**src/rtl/register_file.sv**
```systemverilog
// ============================================================================
// register_file: 32 x 32-bit MIPS general register file, three combinational
// read ports, one write port with optional write-first forwarding.
// Revision: 1.0
// ============================================================================
`default_nettype none

module register_file #(
  parameter int          DATA_W  = 32,
  parameter int          ADDR_W  = 5,
  parameter logic [31:0] SP_INIT = 32'h0000_3FFC,
  parameter logic [31:0] GP_INIT = 32'h0000_1800,
  parameter bit          BYPASS  = 1'b1
) (
  input  logic              clk,
  input  logic              reset,
  input  logic [ADDR_W-1:0] rd_addr1,
  input  logic [ADDR_W-1:0] rd_addr2,
  input  logic [ADDR_W-1:0] rd_addr3,
  input  logic              wr_en,
  input  logic [ADDR_W-1:0] wr_addr,
  input  logic [DATA_W-1:0] wr_data,
  output logic [DATA_W-1:0] rd_data1,
  output logic [DATA_W-1:0] rd_data2,
  output logic [DATA_W-1:0] rd_data3,
  output logic [15:0]       write_count
);

  localparam int          C_DEPTH   = 2**ADDR_W;
  localparam logic [15:0] C_CNT_MAX = 16'hFFFF;

  logic [DATA_W-1:0] r_regs [C_DEPTH];
  logic [15:0]       r_write_count;
  logic              w_commit;
  logic              w_fwd;

  assign w_commit = wr_en && (wr_addr != '0);
  // Forwarding is suppressed during reset because the write is dropped.
  assign w_fwd    = (BYPASS != 1'b0) && w_commit && !reset;

  always_ff @(posedge clk) begin
    if (reset) begin
      for (int i = 0; i < C_DEPTH; i++) begin
        if (i == 28)
          r_regs[i] <= GP_INIT[DATA_W-1:0];
        else if (i == 29)
          r_regs[i] <= SP_INIT[DATA_W-1:0];
        else
          r_regs[i] <= '0;
      end
      r_write_count <= '0;
    end else if (w_commit) begin
      r_regs[wr_addr] <= wr_data;
      if (r_write_count != C_CNT_MAX)
        r_write_count <= r_write_count + 16'd1;
    end
  end

  function automatic logic [DATA_W-1:0] f_read(input logic [ADDR_W-1:0] addr);
    if (addr == '0)
      return '0;
    else if (w_fwd && (addr == wr_addr))
      return wr_data;
    else
      return r_regs[addr];
  endfunction

  assign rd_data1    = f_read(rd_addr1);
  assign rd_data2    = f_read(rd_addr2);
  assign rd_data3    = f_read(rd_addr3);
  assign write_count = r_write_count;

endmodule

`default_nettype wire

```
**config.mk**
```make
export PLATFORM = sky130hd
export DESIGN_NAME = register_file
export DESIGN_NICKNAME = d
export VERILOG_FILES = /design/src/rtl/register_file.sv
export SDC_FILE = /design/constraint.sdc
export NUM_CORES = 2
export LEC_CHECK = 0
export CAP_MARGIN = 30
export CORE_MARGIN = 2
export CORE_UTILIZATION = 35
export CTS_CLUSTER_DIAMETER = 40
export DETAILED_ROUTE_END_ITERATION = 12
export PLACE_DENSITY = 0.6
export SYNTH_ARGS = -nofsm -noshare
export SYNTH_HDL_FRONTEND = slang
export SYNTH_SLANG_ARGS = --single-unit
```
**constraint.sdc**
```tcl
create_clock -name clk -period 8 [get_ports clk]
set_input_delay 1.6 -clock clk [delete_from_list [all_inputs] [get_ports clk]]
set_output_delay 1.6 -clock clk [all_outputs]
set_load 0.02 [all_outputs]
```
# Yosys cells after proc, flatten, opt, wreduce, memory -nomap -nowiden
# Memory sizes are Yosys's and may differ from the RTL's.
# Cells that the tools add are included.
[totals]
register_bits = 16
mem_bits_rw = 1024
output_inout_bits = 112
memories = 1
[memory_table]
columns = ["name", "depth", "word_bits", "rd", "rd_ports_with_merged_regs", "write_ports", "line_no", "rtl"]
rows = [
  ["r_regs", 32, 32, 3, 0, 32, "32", "logic [DATA_W-1:0] r_regs [C_DEPTH];"],
]
[classes]
n_addsub = 1
eq_ne = 4
n_mux = 14
n_reduce_logical = 12
[op_table]
columns = ["cell", "n"]
rows = [
  ["2-to-1 mux 32 bit", 7],
  ["OR reduction 32 bit", 1],
  ["adder 16 x 1 -> 16 bit, second input constant", 1],
  ["inequality test 16 bit, second input constant", 1],
  ["== test 5 bit", 3],
  ["logical NOT 5 bit", 3],
  ["2-to-1 mux 1 bit", 6],
  ["logical AND 1 bit", 5],
  ["2-to-1 mux 5 bit", 1],
  ["nonzero test 5 bit", 1],
  ["AND reduction 2 bit", 1],
  ["logical NOT 1 bit", 1],
]

# Longest topological paths before layout
[depth]
depth_word = 7
depth_mapped = 11
ltp_nobuf = 7

# Worst setup path after synthesis
# OpenSTA, ideal clock, no wires.
[synth_timing]
kind = "input to output"
from = "in rd_addr3[0]"
to = "out rd_data3[30]"
t_arrival_ns = 3.504
required_ns = 6.400
setup_slack_ns = 2.896
path_stages = 7
path_cell_list = "buf_6 buf_12 buf_6 mux4_2 a2111oi_2 a311oi_1 a211oi_1"
[synth_via]
elab_chain_len = 4
word_cells_on_any_way = 6
[synth_rtl]
columns = ["item", "line_no", "rtl"]
rows = [
  ["start, declared", "19", "input logic [ADDR_W-1:0] rd_addr3,"],
  ["branches (longest 3 deep; another with memory read (32 x 32 bit))", "-", ""],
  ["2-to-1 mux 32 bit (*)", "60", "if (addr == '0)"],
  ["end, declared", "25", "output logic [DATA_W-1:0] rd_data3,"],
]
# Every way passes the cells marked *.

# Worst setup path in the final report
[layout_timing]
from = "in wr_addr[2]"
to = "out rd_data2[18]"
[layout_via]
elab_chain_len = 6
word_cells_on_any_way = 7
[layout_rtl]
columns = ["item", "line_no", "rtl"]
rows = [
  ["start, declared", "21", "input logic [ADDR_W-1:0] wr_addr,"],
  ["nonzero test 5 bit", "37", "assign w_commit = wr_en && (wr_addr != '0);"],
  ["logical AND 1 bit", "37", ""],
  ["logical AND 1 bit", "39", "assign w_fwd = (BYPASS != 1'b0) && w_commit && !reset;"],
  ["logical AND 1 bit (*)", "62", "else if (w_fwd && (addr == wr_addr))"],
  ["2-to-1 mux 32 bit (*)", "62", ""],
  ["2-to-1 mux 32 bit (*)", "60", ""],
  ["end, declared", "24", "output logic [DATA_W-1:0] rd_data2,"],
]
# Mark *: on every way between the ends. The rest lies on a longest branch, timed or not.

==> metrics list <==
* Status: finished clean
- Counting the fill cells in the layout gives 17000.
- Worst setup slack for register-to-register paths: 5.86 ns
- Setup fix buffers added after clock tree synthesis: 0
- Lkg Pwr: 25.8 nW
- For this run, the slowest stage of the critical path takes 0.77 ns.
* Clock transition at the registers of the reported paths: 0.06 ns
- The share of synthesized area in the top cell type comes to 0.474.
- The total count of max-transition violations in the final report is 0.
* Seq/Total Area, Yosys: 0.479
- Nature of the critical path endpoint: output pin
- Worst hold path startpoint: write_count[1]$_SDFFE_PP0P_
- Port buffer count: 166
- No sink is reached through more buffers than the 3 on the longest clock path.
- Setup repair after global routing left no endpoint under its margin.
- Total Die Area: 189000 um^2
- Reg-to-reg startpoint: write_count[7]$_SDFFE_PP0P_
- In this run, post-CTS repair resized a total of 0 instances.
- Counting flops with an async set or reset pin after synthesis yields a share of 0.
- After synthesis the netlist holds a flip-flop and latch count of 1040.
- Top-count cell post-synth: sky130_fd_sc_hd__edfxtp_1
* Number of design rule violations left after detail routing: 0
* Hold slack: 0.530 ns
* IR Drop Worst-Case VDD: 0.244 mV
- After synthesis the cells add up to 64900 um^2.
- The total overflow left after global routing is 0.
* Max-cap violation count: 0
- Hold Vio Cnt, Final: 0
* Crit path time final: 7.32 ns
* Wire per inst: 35.6 um
- Synthesis instantiated 63 different standard cells from the library.
- CTS Buf Count: 158
- For hold timing, the worst endpoint is write_count[1]$_SDFFE_PP0P_.
* H-tree lvl count: 4
- Of all nets on the critical path, the largest fanout is 27.
- Clock tree synthesis found a total of 1040 sinks.
* Type of the worst min-delay path: reg -> reg
* Share of layout cells above drive strength 1: 0.253
- Hold repair after CTS inserted 0 buffers.
* Standard-cell row count: 158
- The endpoint identified for the worst register-to-register timing path is write_count[9]$_SDFFE_PP0P_.
- The largest total area in the synthesized netlist belongs to sky130_fd_sc_hd__edfxtp_1.
- In this run the power density over the cells is 213 nW/um^2.
- The first global-routing pass estimated 367000 um of wire.
* Cells traversed along the worst timing path: clkdlybuf4s50_1, or3_4, o31ai_4, nor4_4, nor2b_4, buf_4, nor3_1, a211oi_1, clkdlybuf4s50_1
* CP dominant cell by count: sky130_fd_sc_hd__clkdlybuf4s50_1
* Via count: 48000
- Of the available clock period, the critical path in the final layout requires 0.916.
- Adding up every negative setup slack in the final design gives 0 ns.
* HPWL Detailed: 163000 um
- Number of global-route vias before repair: 47500
* Most instantiated flip-flop cell in the synthesis netlist: sky130_fd_sc_hd__edfxtp_1
* Final antenna-violating net count: 0
- Based on the critical path, the design can be clocked at up to 137 MHz.
* Starting DRC count in detailed routing: 6910
- Cell depth of the worst min-delay path: 2
- In this run the clock root is driven by a sky130_fd_sc_hd__clkbuf_16.
* Pin count of the biggest net entering global routing: 89
- For this run, the detailed router's first-pass iteration total came to 6.
- Post-route clock skew: 0.0206 ns
- Clk_lat worst skew: 0.81 ns
- Global Route Usage Sum: 0.278
- Layout net count: 4906
- Number of antenna violations at the first check in global routing: 23
- Core Box Area: 185000 um^2
* Initial core utilization: 0.351
- CP max-delay cell: sky130_fd_sc_hd__nor3_1
- Die width: 435 um
- For the worst setup path, the data required time is 6.40 ns.
- The die is 435 um tall.
- Cells after Synth: 4790
* CTS tree: built
- Layout overhead on the synthesized area: 15.7%
- For this block, the routed nets add up to 266000 um of wire.
* Post-synthesis area per instance: 13.5 um^2
- Counting cells, the worst reg-to-reg path comes to 6.
- The synthesized design contains 1024 enable-type register cells.
- Worst rel slew slack: 0.295
- At the worst endpoint, the arrival time is 5.72 ns.
* Top cells by area in the synthesized netlist: sky130_fd_sc_hd__edfxtp_1 47%, sky130_fd_sc_hd__mux4_2 20%, sky130_fd_sc_hd__and2_1 9.4%
* CP startpoint kind: input port
- At the pin with the least slew margin, the transition time is 1.06 ns.
* Setup violators final: 0
* Count of warnings emitted by yosys: 0
- In the synthesized netlist, the cells that appear most often are 1024 x sky130_fd_sc_hd__edfxtp_1, 978 x sky130_fd_sc_hd__and2_1, 568 x sky130_fd_sc_hd__mux4_2, 433 x sky130_fd_sc_hd__mux2i_1, 347 x sky130_fd_sc_hd__clkbuf_1.
- Final weighted congestion in routability-driven placement: 0.926
* Average via count per standard cell: 6.43
* Kind of critical path: in -> out
- Ports: 167
worst max-delay path: cells and delay by family:
kind	cells	cell delay (ns)
buffers and inverters	3	1.56
AO/OA/AOI/OAI	2	0.87
AND/OR/NAND/NOR	4	1.65
power by group:
group	switching (mW)	internal (mW)	total [mW]
clock network	2.76	4.18	6.94
logic	1.51	1.03	2.55
registers	0.214	6.29	6.51
total	4.49	11.5	16.0
how the worst max path moves through the flow:
| stage | start | end | slack, ns | cells after the start |
|---|---|---|---|---|
| finish | wr_addr[2] | rd_data2[18] | 0.68 | 9 |
| global route | wr_addr[2] | rd_data1[1] | 0.67 | 9 |
| CTS | wr_addr[2] | rd_data2[18] | 0.79 | 9 |
| detailed placement | wr_addr[2] | rd_data2[18] | 0.82 | 9 |
| global placement | wr_addr[2] | rd_data3[1] | 0.74 | 7 |
| floorplan | rd_addr3[0] | rd_data3[30] | 2.90 | 7 |
state kept, by name, indices dropped and copies added, names as in the netlist:
| signal | cells |
|---|---|
| r_regs | 1024 |
| write_count | 16 |
final cells by class:
cell class	count	area [um^2]	share of cell area
Tap cell	2480	3100	0.0413
Timing Repair Buffer	420	4020	0.0535
Inverter	1	3.75	0.0000500
Multi-Input combinational cell	3229	31700	0.422
Clock inverter	107	1050	0.0140
Antenna cell	11	27.5	0.000367
Sequential cell	1040	31100	0.414
Clock buffer	177	4150	0.0553
metal layers:
layer | vias to the layer above | routed length [um] | track usage
li1 | 19000 | - | -
met1 | 24500 | 95600 | 0.350
met2 | 3661 | 121000 | 0.429
met3 | 836 | 31200 | 0.0712
met4 | 6 | 18100 | 0.174
met5 | - | 46 | 0
cells by family (layout without fill, tap and decap cells):
family / count (synthesis) / count (layout) / share of synthesized area
and+or+nand+nor: 1485 / 1485 / 0.130
DFF: 1040 / 1040 / 0.479
muxes: 1065 / 1065 / 0.275
adders and majority gates: 1 / 1 / 0.000193
xor gates and xnor gates: 26 / 26 / 0.00351
buffers and inverters: 552 / 705 / 0.0415
AOI/OAI and AO/OA: 620 / 620 / 0.0703
other: 1 / 43 / 0.0000578
through the flow:
step                setup slack, ns  utilization  power (mW)  instance area (um^2)  instances
detailed placement            0.819        0.378        9.09                 69800       7170
floorplan                      2.90            -        8.02                 65000       4821
finish                        0.675        0.406        16.0                 75100       7465
global route                  0.672        0.406        16.3                 75100       7457
global placement              0.743        0.377        9.05                 69600       7159
CTS                           0.793        0.406        16.0                 75000       7454
layout by cell type (no fill, tap or decap), drive strengths merged, types with 16 or more instances in the layout:
cell type / instances
a221oi: 62
buf: 270
a22oi: 94
or3: 17
a31oi: 31
o21ai: 34
inv: 22
clkinvlp: 17
clkinv: 56
and2: 978
o311ai: 62
nor2: 238
dfxtp: 16
mux4: 568
clkbuf: 177
or2: 33
o22ai: 126
nand2: 78
clkdlybuf4s50: 150
nand3: 16
o2111ai: 31
conb: 32
o211ai: 32
edfxtp: 1024
a211oi: 66
mux2: 64
a21oi: 35
mux2i: 433
nor3: 70
a2111oi: 34
Note: power is estimated with default switching activity, not from simulation.
